### src/rtl/gpio_vector_gen_if.sv
// Control and pad-bus bundle for gpio_vector_gen.
// master: the control logic / bench side; slave: the pattern generator.
interface gpio_vector_gen_if #(
    parameter int unsigned NGPIO  = 44,
    parameter int unsigned WIDTH  = 8,
    parameter int unsigned HOLD_W = 16
);
    logic              start;
    logic              stop;
    logic              loop;
    logic [HOLD_W-1:0] hold_cycles;
    logic [WIDTH-1:0]  end_value;
    logic [NGPIO-1:0]  gpio_out;
    logic [NGPIO-1:0]  gpio_oeb;
    logic [WIDTH-1:0]  value;
    logic              busy;
    logic              done;

    modport master (
        output start, stop, loop, hold_cycles, end_value,
        input  gpio_out, gpio_oeb, value, busy, done
    );

    modport slave (
        input  start, stop, loop, hold_cycles, end_value,
        output gpio_out, gpio_oeb, value, busy, done
    );
endinterface

### src/rtl/gpio_vector_gen.sv
// Pattern source: drives an incrementing count onto a GPIO field, holding
// each value for a programmable number of clocks, counting 0..end_value and
// then stopping or looping. Pads outside the field are always tri-stated.
module gpio_vector_gen #(
    parameter int unsigned NGPIO     = 44,
    parameter int unsigned WIDTH     = 8,
    parameter int unsigned FIELD_LSB = 16,
    parameter int unsigned HOLD_W    = 16
) (
    input  logic              clock,
    input  logic              reset,
    gpio_vector_gen_if.slave  bus
);

    typedef enum logic [1:0] {
        IDLE  = 2'd0,
        SETUP = 2'd1,
        RUN   = 2'd2,
        DONE  = 2'd3
    } state_t;

    state_t            state_q, state_d;
    logic [WIDTH-1:0]  value_q, value_d;
    logic [HOLD_W-1:0] cnt_q,   cnt_d;
    logic [HOLD_W-1:0] hold_q,  hold_d;
    logic [WIDTH-1:0]  end_q,   end_d;
    logic              busy_q,  busy_d;
    logic              done_q,  done_d;
    logic              oe_q,    oe_d;

    logic [HOLD_W-1:0] hold_eff;
    logic              expire;

    // Zero hold is treated as one clock per value.
    assign hold_eff = (bus.hold_cycles == '0) ? HOLD_W'(1) : bus.hold_cycles;
    assign expire   = (cnt_q <= HOLD_W'(1));

    // Next-state and next-output computation; stop overrides everything.
    always_comb begin
        state_d = state_q;
        value_d = value_q;
        cnt_d   = cnt_q;
        hold_d  = hold_q;
        end_d   = end_q;

        case (state_q)
            IDLE: begin
                if (bus.start) begin
                    hold_d  = hold_eff;
                    end_d   = bus.end_value;
                    value_d = '0;
                    cnt_d   = hold_eff;
                    state_d = SETUP;
                end
            end
            SETUP: begin
                state_d = RUN;
            end
            RUN: begin
                if (expire) begin
                    if (value_q == end_q) begin
                        state_d = DONE;
                    end else begin
                        value_d = value_q + WIDTH'(1);
                        cnt_d   = hold_q;
                    end
                end else begin
                    cnt_d = cnt_q - HOLD_W'(1);
                end
            end
            DONE: begin
                if (bus.start) begin
                    hold_d  = hold_eff;
                    end_d   = bus.end_value;
                    value_d = '0;
                    cnt_d   = hold_eff;
                    state_d = SETUP;
                end else if (bus.loop) begin
                    value_d = '0;
                    cnt_d   = hold_q;
                    state_d = RUN;
                end
            end
            default: begin
                state_d = IDLE;
                value_d = '0;
            end
        endcase

        if (bus.stop) begin
            state_d = IDLE;
            value_d = '0;
            cnt_d   = '0;
        end

        // Status flags follow the next state so they are registered with it.
        busy_d = (state_d == SETUP) || (state_d == RUN);
        done_d = (state_d == DONE);
        oe_d   = (state_d != IDLE);
    end

    // State, counters, latched configuration and registered status.
    always_ff @(posedge clock or posedge reset) begin
        if (reset) begin
            state_q <= IDLE;
            value_q <= '0;
            cnt_q   <= '0;
            hold_q  <= '0;
            end_q   <= '0;
            busy_q  <= 1'b0;
            done_q  <= 1'b0;
            oe_q    <= 1'b0;
        end else begin
            state_q <= state_d;
            value_q <= value_d;
            cnt_q   <= cnt_d;
            hold_q  <= hold_d;
            end_q   <= end_d;
            busy_q  <= busy_d;
            done_q  <= done_d;
            oe_q    <= oe_d;
        end
    end

    logic [NGPIO-1:0] pad_out;
    logic [NGPIO-1:0] pad_oeb;

    // Pad vectors: only the field carries data; everything else stays tri-stated.
    always_comb begin
        pad_out = '0;
        pad_oeb = '1;
        pad_out[FIELD_LSB +: WIDTH] = value_q;
        pad_oeb[FIELD_LSB +: WIDTH] = {WIDTH{~oe_q}};
    end

    assign bus.gpio_out = pad_out;
    assign bus.gpio_oeb = pad_oeb;
    assign bus.value    = value_q;
    assign bus.busy     = busy_q;
    assign bus.done     = done_q;

endmodule
### src/flat_wrapper.sv
// flat-port wrapper written by rule: the top's interface ports become plain ports
module gpio_vector_gen_flat 
#(
    parameter int unsigned NGPIO     = 44,
    parameter int unsigned WIDTH     = 8,
    parameter int unsigned FIELD_LSB = 16,
    parameter int unsigned HOLD_W    = 16
)
  (clock, reset, bus_start, bus_stop, bus_loop, bus_hold_cycles, bus_end_value, bus_gpio_out, bus_gpio_oeb, bus_value, bus_busy, bus_done);
  gpio_vector_gen_if #(.NGPIO(NGPIO), .WIDTH(WIDTH), .HOLD_W(HOLD_W)) bus_i ();
  input  logic clock;
  input  logic reset;
  input wire logic [$bits(bus_i.start)-1:0] bus_start;
  input wire logic [$bits(bus_i.stop)-1:0] bus_stop;
  input wire logic [$bits(bus_i.loop)-1:0] bus_loop;
  input wire logic [$bits(bus_i.hold_cycles)-1:0] bus_hold_cycles;
  input wire logic [$bits(bus_i.end_value)-1:0] bus_end_value;
  output wire logic [$bits(bus_i.gpio_out)-1:0] bus_gpio_out;
  output wire logic [$bits(bus_i.gpio_oeb)-1:0] bus_gpio_oeb;
  output wire logic [$bits(bus_i.value)-1:0] bus_value;
  output wire logic [$bits(bus_i.busy)-1:0] bus_busy;
  output wire logic [$bits(bus_i.done)-1:0] bus_done;
  assign bus_i.start = bus_start;
  assign bus_i.stop = bus_stop;
  assign bus_i.loop = bus_loop;
  assign bus_i.hold_cycles = bus_hold_cycles;
  assign bus_i.end_value = bus_end_value;
  assign bus_gpio_out = bus_i.gpio_out;
  assign bus_gpio_oeb = bus_i.gpio_oeb;
  assign bus_value = bus_i.value;
  assign bus_busy = bus_i.busy;
  assign bus_done = bus_i.done;
  gpio_vector_gen #(.NGPIO(NGPIO), .WIDTH(WIDTH), .FIELD_LSB(FIELD_LSB), .HOLD_W(HOLD_W)) u_core (.clock(clock), .reset(reset), .bus(bus_i));
endmodule
### config.mk
export PLATFORM = sky130hd
export DESIGN_NAME = gpio_vector_gen_flat
export DESIGN_NICKNAME = d
export VERILOG_FILES = /design/src/rtl/gpio_vector_gen_if.sv /design/src/rtl/gpio_vector_gen.sv /design/src/flat_wrapper.sv
export SDC_FILE = /design/constraint.sdc
export NUM_CORES = 1
export LEC_CHECK = 0
export BUFFER_PORTS_ARGS = -buffer_cell sky130_fd_sc_hd__clkbuf_2
export CAP_MARGIN = 30
export CORE_MARGIN = 2
export CORE_UTILIZATION = 55
export DETAILED_ROUTE_END_ITERATION = 16
export PLACE_DENSITY = 0.85
export SYNTH_ARGS = -nofsm -noshare
export SYNTH_HDL_FRONTEND = slang
export SYNTH_SLANG_ARGS = --single-unit
### constraint.sdc
create_clock -name clock -period 7.28 [get_ports clock]
set_input_delay 0.364 -clock clock [delete_from_list [all_inputs] [get_ports clock]]
set_output_delay 0.364 -clock clock [all_outputs]
set_load 0.05 [all_outputs]
# Yosys cells after proc, flatten, opt, wreduce, memory -nomap -nowiden
# Index checks and enable logic that the tools add are counted.
[word_totals] reg_bits=53 word_cells=55
[op_classes] addsub=2 order_cmp=1 eq_ne=12 n_mux=22 bitwise_logic=1 n_reduce_logical=9
[ops] operator="16-bit two-way mux" n=7
[ops] operator="8-bit two-way mux" n=6
[ops] operator="16-bit case mux with 3 select lines" n=1
[ops] operator="8-bit case mux with 3 select lines" n=1
[ops] operator="16-bit by 1-bit less-or-equal comparator with 1-bit output, second input constant" n=1
[ops] operator="16-bit logical NOT" n=1
[ops] operator="16-bit by 1-bit subtractor with 16-bit output, second input constant" n=1
[ops] operator="2-bit two-way mux" n=6
[ops] operator="8-bit by 1-bit adder with 8-bit output, second input constant" n=1
[ops] operator="2-bit == test, second input constant" n=4
[ops] operator="8-bit == test" n=1
[ops] operator="4-bit inequality test, second input constant" n=2
[ops] operator="2-bit case mux with 4 select lines" n=1
[ops] operator="3-bit inequality test, second input constant" n=2
[ops] operator="5-bit AND reduction" n=1
[ops] operator="2-bit by 1-bit == test with 1-bit output, second input constant" n=2
[ops] operator="4-bit AND reduction" n=1
[ops] operator="4-bit nonzero test" n=1
[ops] operator="3-bit by 2-bit inequality test with 1-bit output, second input constant" n=1
[ops] operator="2-bit logical NOT" n=1
[ops] operator="2-bit AND reduction" n=1
[ops] operator="2-bit nonzero test" n=1
[ops] operator="2-bit OR reduction" n=1
[ops] operator="1-bit logical OR" n=1
[ops] operator="1-bit NOT" n=1

# Logic depth before layout (Yosys ltp)
[depth] depth_word=7 ltp_mapped=9 mapped_depth_nobuf=9

# Worst setup path after synthesis
# No wires, ideal clock.
[synth_path] path_kind="reg-to-reg" from="reg u_core.cnt_q[3]" to="reg u_core.busy_q, in the netlist u_core.bus.busy" arrival_time_ns=2.364 t_required_ns=7.154 setup_slack_ns=4.790 path_stages_with_launch=7 n_path_buf=0 path_cell_list="dfrtp_1 -> or4_4 -> or4_4 -> nor4_4 -> o21a_1 -> o31ai_1 -> ha_1"
[synth_between] elab_chain_len=6 elab_cells_between_ends=7 cone_classes="order compare (1); eq/ne (2); mux (3); reduce/logical (1)"
[synth_rtl] item="from (decl)" line_no="gpio_vector_gen.sv:24" source="logic [HOLD_W-1:0] cnt_q, cnt_d;"
[synth_rtl] item="from (signal assigned)" line_no="gpio_vector_gen.sv:116" source="cnt_q <= cnt_d;"
[synth_rtl] item="16-bit by 1-bit less-or-equal comparator with 1-bit output (*)" line_no="gpio_vector_gen.sv:36" source="assign expire = (cnt_q <= HOLD_W'(1));"
[synth_rtl] item="2-bit two-way mux (*)" line_no="gpio_vector_gen.sv:60" source="if (expire) begin"
[synth_rtl] item="2-bit case mux with 4 select lines (*)" line_no="gpio_vector_gen.sv:46" source="case (state_q)"
[synth_rtl] item="2-bit two-way mux (*)" line_no="gpio_vector_gen.sv:90" source="if (bus.stop) begin"
[synth_rtl] item="2-bit by 1-bit == test with 1-bit output / 2-bit == test (equally long branches)" line_no="gpio_vector_gen.sv:97" source="busy_d = (state_d == SETUP) || (state_d == RUN);"
[synth_rtl] item="1-bit logical OR (*)" line_no="gpio_vector_gen.sv:97"
[synth_rtl] item="named net u_core.busy_d" line_no="gpio_vector_gen.sv:27" source="logic busy_q, busy_d;"
[synth_rtl] item="to (signal assigned)" line_no="gpio_vector_gen.sv:119" source="busy_q <= busy_d;"
[synth_rtl] item="to (decl)" line_no="gpio_vector_gen.sv:27"
# Mark *: on every way through the listed nets, which the timed path passes. The rest lies on a longest branch.
# A chain may end at the register's enable or synchronous reset.

# Worst setup path after layout
[layout_path] from="reg u_core.cnt_q[7]" to="reg u_core.busy_q, in the netlist u_core.bus.busy"
# Same word-level chain as after synthesis.

==> impl_metrics.env <==
export IMPL_yosysWarningCount=0
export IMPL_fmax_ghz=0.347
export IMPL_numPortBuffers=54
export IMPL_synth_top_area_frac=0.319
export IMPL_fin_crit_ps=2880
export IMPL_cp_required_ps=7480
export IMPL_fin_ws_ps=4400
export IMPL_final_setup_viol_count=0
export IMPL_grtUsageTotal=0.238
export IMPL_fillCellCount=627
export IMPL_ant_nets=0
export IMPL_cp_slowest_stage_delay_ps=590
export IMPL_ys_types=62
export IMPL_antenna_cells=0
export IMPL_hp_class="in -> async"
export IMPL_htreeDepth=2
export IMPL_ys_flop_type="dfrtp_1"
export IMPL_syn_area_per_cell_sq_um=9.08
export IMPL_routedWlPerCell_microns=16.7
export IMPL_synth_enable_flop_cells=0
export IMPL_cts_buffer_depth=2
export IMPL_grt_max_degree=34
export IMPL_post_dp_hpwl_microns=7220
export IMPL_place_inst=574
export IMPL_yosysSeqAreaShare=0.319
export IMPL_crit_path_max_fanout=11
export IMPL_dieWidth_microns=91.0
export IMPL_die_h_microns=91.0
export IMPL_postCtsHoldBufs=0
export IMPL_yosys_top_cells_count="buf_4 (88), dfrtp_1 (53), mux2_2 (32)"
export IMPL_synthCells=458
export IMPL_finClkSkew_ps=16.6
export IMPL_synth_area_leaders="dfrtp_1 (32%), buf_4 (16%), mux2_2 (8.7%)"
export IMPL_grt_first_pass_wirelength_microns=16300
export IMPL_fin_cells=582
export IMPL_startpoint_type="register"
export IMPL_outcome="finished, final reports clean"
export IMPL_rr_worst_depth=6
export IMPL_io_pins=127
export IMPL_core_area_sq_um=7290
export IMPL_nNetsFinal=519
export IMPL_irDropWorstVdd_mv=0.242
export IMPL_synth_async_reset_ratio=1.00
export IMPL_cts_root_buf="clkbuf_8"
export IMPL_start_util=0.570
export IMPL_crit_slowest_cell="nor4_4"
export IMPL_hold_viol_final=0
export IMPL_worstSetupEndpointType="register"
export IMPL_cts_clk_slew_worst_paths_ps=100
export IMPL_drive_above_1_share=0.234
export IMPL_firstDrtPassIters=5
export IMPL_num_rows=31
export IMPL_avgViaCountPerCell=5.97
export IMPL_antenna_found_initial=0
export IMPL_crit_type="reg -> reg"
export IMPL_worst_pin_slew_ps=963
export IMPL_slew_headroom=0.352
export IMPL_netlist_area_sq_um=4160
export IMPL_ys_ff_latch=53
export IMPL_drc=0
export IMPL_fin_util=0.579
export IMPL_power_total_uw=1410
export IMPL_gp_congestion=0.958
export IMPL_yosysMostFrequentCell="buf_4"
export IMPL_p_leak_uw=0.00191
export IMPL_slew_viol_final=0
export IMPL_fin_crit_sh=0.396
export IMPL_max_cap_viol_count=0
export IMPL_cts_tree="yes"
export IMPL_cp_arrival_ps=3080
export IMPL_synthToLayoutAreaGrowth_pct=1.47
export IMPL_insertion_delay_ps=330
export IMPL_rsz0062_at_grt="false"
export IMPL_grt_ovfl_total=0
export IMPL_power_density_nw_per_um2=335
export IMPL_pre_cts_slack_ps=4520
export IMPL_die_area_sq_um=8270
export IMPL_ctsResizeCount=0
export IMPL_grt_pass1_vias=3136
export IMPL_cts_setup_buffers=0
export IMPL_vias=3476
export IMPL_crit_chain="nor4_1 -> nand3b_1 -> nor4_4 -> o21a_1 -> o31ai_1 -> ha_1"
export IMPL_numCtsBuffers=5
export IMPL_drt_total_wl_microns=9730
export IMPL_drtIter0Drc=315
export IMPL_clock_sinks=53
export IMPL_fin_tns_setup_ps=0
export IMPL_yosysTopAreaCell="dfrtp_1"
## cells in the final DEF, fill, tap and decap left out, types with 10 or more instances in the layout
master	n
nor2_1	20
inv_1	19
nand2_1	25
conb_1	72
nand4_1	11
xnor2_1	11
nand3_1	10
a21oi_1	22
mux2_2	32
dfrtp_1	53
clkbuf_2	54
## report_power, final
group	switching [uW]	total [uW]	leakage [uW]	internal, uW
sequential	105	498	0.000663	393
combinational	488	741	0.00120	253
clock	107	175	0.0000445	68.6
## stage by stage
stage          instance area, sq um  hold WS (ps)
5_1_grt                        4220          83.1
3_5_place_dp                   4130           383
6_report                       4220          32.4
2_1_floorplan                  4420           489
3_3_place_gp                   4100           512
4_1_cts                        4220          44.3
## worst max-delay path: cells and delay by family (launching register included)
kind,cells,cell delay [ps]
and+or+nand+nor,3,1720
DFF,1,460
adders and majority gates,1,310
AOI/OAI and AO/OA,2,280
## final timing paths
kind	from	endpoint	slack, ps
setup / recovery	u_core.cnt_q[7]	u_core.bus.busy	4400
hold / removal	reset	u_core.oe_q	30
setup reg to reg	u_core.cnt_q[7]	u_core.bus.busy	4400
hold reg to reg	u_core.end_q[1]	u_core.end_q[1]	540
max in group asynchronous	reset	u_core.cnt_q[12]	6720
min in group clock	bus_end_value[2]	u_core.end_q[2]	260
## logic make-up (layout without fill, tap and decap cells)
| logic type | after synthesis | in the layout | share of synthesized area |
|---|---|---|---|
| AOI/OAI and AO/OA | 91 | 91 | 0.162 |
| muxes | 39 | 39 | 0.104 |
| and+or+nand+nor | 115 | 115 | 0.154 |
| buffers and inverters | 133 | 88 | 0.200 |
| xor gates and xnor gates | 17 | 17 | 0.0358 |
| adders and majority gates | 8 | 8 | 0.0241 |
| other | 2 | 72 | 0.00181 |
| DFF | 53 | 53 | 0.319 |
## flip-flops by register name (all words and copies together) (netlist names)
register,count
u_core.bus.busy,1
u_core.bus.done,1
u_core.bus.value,8
u_core.oe_q,1
u_core.cnt_q,16
u_core.state_q,2
u_core.end_q,8
u_core.hold_q,16
## area by class of cell
class,count,area [sq um],area share
inverter,21,78.8,0.0187
multi-input combinational,342,2270,0.539
clock inverter,3,21.3,0.00504
timing repair buffer,59,328,0.0777
tap,99,124,0.0294
clock buffer,5,68.8,0.0163
sequential,53,1330,0.314
## layer usage
layer	share of wire	vias to the layer above	global-route usage
met1	0.41	1648	0.340
met5	0	-	0
met3	0.11	26	0.0373
met4	0.023	0	0.0770
met2	0.46	265	0.371
li1	-	1537	-
No activity file was read; power rests on OpenSTA's default activity.
